File: config.mk
export PLATFORM = sky130hd
export DESIGN_NAME = extfreq_ctr
export DESIGN_NICKNAME = d
export VERILOG_FILES = /design/src/rtl/extfreq_ctr.sv
export SDC_FILE = /design/constraint.sdc
export NUM_CORES = 1
export LEC_CHECK = 0
export CAP_MARGIN = 20
export CORE_MARGIN = 10
export CORE_UTILIZATION = 48
export CTS_CLUSTER_DIAMETER = 80
export CTS_CLUSTER_SIZE = 16
export DETAILED_ROUTE_END_ITERATION = 8
export MAX_ROUTING_LAYER = met4
export PLACE_DENSITY = 0.76
export SLEW_MARGIN = 5
export SYNTH_ARGS = -nofsm -noshare
export SYNTH_HDL_FRONTEND = slang
export SYNTH_SLANG_ARGS = --single-unit
File: constraint.sdc
create_clock -name clk -period 2.65 [get_ports clk]
set_clock_uncertainty 0.05 [all_clocks]
set_input_delay 0.53 -clock clk [delete_from_list [all_inputs] [get_ports clk]]
set_output_delay 0.53 -clock clk [all_outputs]
set_load 0.01 [all_outputs]
File: src/rtl/extfreq_ctr.sv
// External-reference monitor in the local clock domain: period measurement, lock/loss tracking,
// and a timestamp counter whose reset can optionally be aligned to a reference edge.
`timescale 1ns/1ps
module extfreq_ctr #(
    parameter int CNT_WIDTH = 22,
    parameter int MULT      = 8,
    parameter int TOL       = 1,
    parameter int LOCK_CNT  = 4,
    parameter int PW        = 6,
    parameter bit ALIGN     = 1'b0
) (
    input  logic                 clk,
    input  logic                 reset_n,
    input  logic                 freqin,
    input  logic                 cnt_reset,
    input  logic                 cnt_inhibit,
    input  logic                 clear_lost,
    output logic [CNT_WIDTH-1:0] counter,
    output logic                 locked,
    output logic                 lost,
    output logic [PW-1:0]        period,
    output logic                 align_pending
);
    localparam logic [PW-1:0]        PMAX   = '1;
    localparam logic [PW-1:0]        TMO    = PW'(2 * MULT);
    localparam int                   GW     = $clog2(LOCK_CNT + 1);
    localparam logic signed [PW+1:0] MULT_S = (PW+2)'(MULT);
    localparam logic signed [PW+1:0] TOL_S  = (PW+2)'(TOL);

    typedef enum logic [1:0] {UNLOCKED, ACQUIRE, LOCKED_ST} state_t;

    function automatic logic [PW-1:0] sat_inc(input logic [PW-1:0] v);
        return (v == PMAX) ? PMAX : v + PW'(1);
    endfunction

    function automatic logic within_tol(input logic [PW-1:0] p);
        logic signed [PW+1:0] dev;
        dev = $signed({2'b00, p}) - MULT_S;
        if (dev < 0) dev = -dev;
        return dev <= TOL_S;
    endfunction

    logic          sync_p0, sync_p1, hist_p2;
    logic          ref_edge, good, timeout, loss;
    logic [PW-1:0] pcnt, period_new;
    logic [GW-1:0] gcnt, gcnt_nxt;
    state_t        state, state_nxt;
    logic          res_p0, res_p1, inh_p0;
    logic          align_fire, clr;

    // Stage boundary: two synchroniser flops plus one history flop for edge detection
    always_ff @(posedge clk or negedge reset_n) begin
        if (!reset_n) begin
            sync_p0 <= 1'b0;
            sync_p1 <= 1'b0;
            hist_p2 <= 1'b0;
        end else begin
            sync_p0 <= freqin;
            sync_p1 <= sync_p0;
            hist_p2 <= sync_p1;
        end
    end

    assign ref_edge   = sync_p1 & ~hist_p2;
    assign period_new = sat_inc(pcnt);
    assign good       = within_tol(period_new);
    // pcnt only passes through 2*MULT once per interval, so this is naturally a single pulse
    assign timeout    = ~ref_edge & (pcnt == TMO);

    always_ff @(posedge clk or negedge reset_n) begin
        if (!reset_n) begin
            pcnt   <= '0;
            period <= '0;
        end else if (ref_edge) begin
            pcnt   <= '0;
            period <= period_new;
        end else begin
            pcnt   <= sat_inc(pcnt);
        end
    end

    always_ff @(posedge clk or negedge reset_n) begin
        if (!reset_n) begin
            state <= UNLOCKED;
            gcnt  <= '0;
        end else begin
            state <= state_nxt;
            gcnt  <= gcnt_nxt;
        end
    end

    always_comb begin
        state_nxt = state;
        case (state)
            UNLOCKED:  if (ref_edge) state_nxt = ACQUIRE;
            ACQUIRE: begin
                if (timeout)
                    state_nxt = UNLOCKED;
                else if (ref_edge && good && gcnt == GW'(LOCK_CNT - 1))
                    state_nxt = LOCKED_ST;
            end
            LOCKED_ST: if (timeout || (ref_edge && !good)) state_nxt = UNLOCKED;
            default:   state_nxt = UNLOCKED;
        endcase
    end

    always_comb begin
        gcnt_nxt = gcnt;
        loss     = 1'b0;
        case (state)
            UNLOCKED: if (ref_edge) gcnt_nxt = '0;
            ACQUIRE: begin
                if (ref_edge) begin
                    if (!good)
                        gcnt_nxt = '0;
                    else if (gcnt == GW'(LOCK_CNT - 1))
                        gcnt_nxt = '0;
                    else
                        gcnt_nxt = gcnt + GW'(1);
                end
            end
            LOCKED_ST: begin
                gcnt_nxt = '0;
                loss     = timeout | (ref_edge & ~good);
            end
            default: gcnt_nxt = '0;
        endcase
    end

    // A loss event outranks a simultaneous clear so no loss is ever missed
    always_ff @(posedge clk or negedge reset_n) begin
        if (!reset_n) begin
            locked <= 1'b0;
            lost   <= 1'b0;
        end else begin
            locked <= (state == LOCKED_ST);
            if (loss)
                lost <= 1'b1;
            else if (clear_lost)
                lost <= 1'b0;
        end
    end

    assign align_fire = ALIGN & align_pending & ref_edge;
    assign clr        = ALIGN ? align_fire : res_p0;

    always_ff @(posedge clk or negedge reset_n) begin
        if (!reset_n) begin
            res_p0        <= 1'b0;
            res_p1        <= 1'b0;
            inh_p0        <= 1'b0;
            align_pending <= 1'b0;
            counter       <= '0;
        end else begin
            res_p0 <= cnt_reset;
            res_p1 <= res_p0;
            inh_p0 <= cnt_inhibit;
            if (align_fire)
                align_pending <= 1'b0;
            else if (ALIGN && res_p0 && !res_p1)
                align_pending <= 1'b1;
            if (clr)
                counter <= '0;
            else if (!inh_p0)
                counter <= counter + CNT_WIDTH'(1);
        end
    end
endmodule

==> impl_metrics.ini <==
[yosys]
syn_area_per_cell_um2 = 10.16
yosysWarnings = 0
synth_top_area_cell = dfrtp_1
seq_area_frac_synth_pct = 51.25
syn_nets = 234
netlist_area_um2 = 2246
synth_cells = 221
ys_top_cells_by_area = dfrtp_1, xor2_1, nor2_1
synth_top_area_share_pct = 51.25
yosysUniqueCellTypes = 45
ys_ff_latch = 46

[timing]
setup_violations = 0
fin_crit_ns = 2.487
drv_slew = 0
grt_setup_unrepaired = false
fin_crit_sh_pct = 93.87
hold_viol = 0
fin_setup_tns_ns = 0
max_freq_mhz = 402.0
whs_ns = 0.2144
worstMarginPinSlew_ns = 0.6981
max_slew_margin_pct = 53.46

[pwr]
p_leak_nw = 1.224
power.density_nw_per_um2 = 649.4
ir_worst_vdd_mv = 0.3687

[clocking]
clkSinkCount = 46
clk_latency_ns = 0.30
cts-buffers-inserted = 5
cts_tree = built
cts.clk_slew.worst_paths_ns = 0.08
ctsLongestPathBuffers = 2
clock_tree.root_cell = clkbuf_8
cts-hold-fix-buffers = 0
h-tree-depth = 2
post_cts_buffers = 0

[final_layout]
final_nets = 281
nFillCells = 368
n_antenna_cell = 0
drive_above_1_share_pct = 13.01
area_delta_synth_final_pct = 26.63
final_cells = 321

[critical_path]
r2r_slack_ns = 0.16
worstSetupStartpointType = flop
timing_worst_setup_path_type = flop to flop
worstPathRequired_ns = 2.79
r2r_start = pcnt[0]
cp_max_fo = 4
rr_endpoint = state[1]
crit_arrival_ns = 2.63
end_kind = flop
reg2reg_depth = 11

[drt]
num_vias = 1733
final_antenna_net_count = 0
drt_iter0_drc = 85
routedWlPerCell_um = 15.24
vias_per_cell = 5.399
firstDrtPassIters = 4
drcViolationCount = 0
routed_wl_um = 4892

[worst_hold_path]
holdCritPathClass = input port to async pin

[floorplanning]
core_um2 = 4444
dieWidth_um = 88.40
start_util_pct = 50.53
fp.dieH_um = 88.40
fp-row-count = 24
boundaryPins = 37
die_area_um2 = 7815

[placed_design]
place.port_buffers = 35
gp_congestion = 0.8994
dp.cells = 313
dp_hpwl_um = 3619

[run_status]
status = finished clean

[grt]
grt-ovfl-total = 0
grt_start_max_net_pins = 32
grt_usage_pct = 13.78
grt_pass1_wl_um = 8238
grt_pass1_vias = 1772
antenna_found_initial = 0

[run]
drv_cap = 0
[metrics by stage]
stage	setup WS, ns	power, mW	area (µm²)	util [%]
floorplan	0.1212	1.131	2246	-
global placement	0.1599	1.311	2711	61.01
detailed placement	0.05192	1.323	2711	61.01
CTS	0.004142	1.849	2821	63.49
global route	0.007972	1.962	2844	63.99
finish	0.1625	1.847	2844	63.99
[cell usage in the layout, fill, tap and decap left out, drive strengths merged, types with 2 or more instances in the layout]
cell type and n:
dfrtp 46, nor3 3, mux2i 3, nand2 20
nor2b 6, xnor2 4, nand4 6, inv 8
or3 3, clkdlybuf4s50 34, xor2 15, ha 7
o21ai 11, nor2 34, and4 2, nor4 2
and3 7, nand3 11, nand2b 3, buf 12
a21oi 5, a32o 4, clkbuf 6
[Yosys cell counts]
| cell | instances |
|---|---|
| dfrtp_1 | 46 |
| nor2_1 | 34 |
| nand2_1 | 19 |
| xor2_1 | 15 |
| nand3_1 | 10 |
| o21ai_0 | 9 |
| inv_1 | 8 |
| ha_1 | 7 |
| and3_1 | 6 |
| nand4_1 | 6 |
| nor2b_1 | 6 |
| a21oi_1 | 5 |
| clkbuf_1 | 4 |
| xnor2_1 | 4 |
| a32o_1 | 3 |
| nand2b_1 | 3 |
| or3_1 | 3 |
| and4_1 | 2 |
| mux2i_1 | 2 |
| nor3_1 | 2 |
| nor4_1 | 2 |
| o21ai_1 | 2 |
| a2111oi_4 | 1 |
| a211oi_1 | 1 |
| a221oi_2 | 1 |
| a32o_2 | 1 |
| and2_1 | 1 |
| and3_4 | 1 |
| buf_2 | 1 |
| buf_4 | 1 |
| conb_1 | 1 |
| mux2i_2 | 1 |
| nand2_2 | 1 |
| nand3_2 | 1 |
| nor3_2 | 1 |
| nor4bb_1 | 1 |
| o2111a_1 | 1 |
| o211ai_2 | 1 |
| o21a_1 | 1 |
| o21bai_2 | 1 |
| o221ai_1 | 1 |
| o22ai_1 | 1 |
| o31ai_1 | 1 |
| o32a_1 | 1 |
| or2_1 | 1 |
[what timing repair did]
item,in CTS,in global routing
resized for setup,0,6
endpoints found under the setup margin,0,6
endpoints found under the hold margin,0,0
[cells by family (layout without fill, tap and decap cells)]
group | Yosys count | count (layout) | synth area share (%)
and+or+nand+nor | 100 | 100 | 22.23
other | 1 | 1 | 0.1670
adders and majority gates | 7 | 7 | 3.900
muxes | 3 | 3 | 1.504
DFF | 46 | 46 | 51.25
buffers and inverters | 14 | 62 | 2.562
AOI/OAI and AO/OA | 31 | 31 | 10.98
xor gates and xnor gates | 19 | 19 | 7.409
[per-layer routing]
layer  wire, µm  vias to the layer above  track usage, %  share of wire, %
met2       2353                       26           21.63                48
li1           -                      855               -                 -
met5          0                        -               -                 0
met3        170                        9           3.033               3.5
met4        101                        0           6.461               2.1
met1       2266                      843           16.51                46
[worst max-delay path by stage]
stage                        from       end  slack (ns)  depth (start not counted)
after floorplan           pcnt[0]  state[1]        0.12                         11
final                     pcnt[0]  state[1]        0.16                         11
after CTS                 pcnt[0]  state[1]       0.004                         11
after global placement    pcnt[0]  state[1]        0.16                         11
after detailed placement  pcnt[0]  state[1]        0.05                         11
after global routing      pcnt[1]  state[1]       0.008                         12
[worst max-delay path, cell delays in order (launching register included)]
cell and delay, ns:
dfrtp_1 0.40, ha_2 0.22, and3_1 0.19, o22ai_2 0.10, inv_1 0.07, ha_1 0.31, nor2_1 0.06, mux2i_2 0.25
a2111oi_4 0.09, o211ai_2 0.22, nand3_2 0.10, a32o_2 0.30
[flip-flops by register name, summed over array words and instances, names as in the netlist, 2 cells and up]
signal,count
gcnt,3
counter,22
state,2
pcnt,6
period,6
[area by class of cell]
| type | count | area (µm²) | share of cell area, % |
|---|---|---|---|
| clock buffer | 6 | 72.57 | 2.552 |
| clock inverter | 2 | 37.54 | 1.320 |
| sequential | 46 | 1151 | 40.47 |
| tap | 52 | 65.06 | 2.288 |
| timing repair buffer | 46 | 427.9 | 15.05 |
| inverter | 8 | 30.03 | 1.056 |
| multi-input combinational | 161 | 1060 | 37.26 |
[power by group]
part           internal [mW]  total (mW)  switching, mW
Sequential             0.763       0.822         0.0585
Clock                  0.281       0.520          0.239
Combinational          0.241       0.505          0.265
Power figures use the tool's default switching activity.
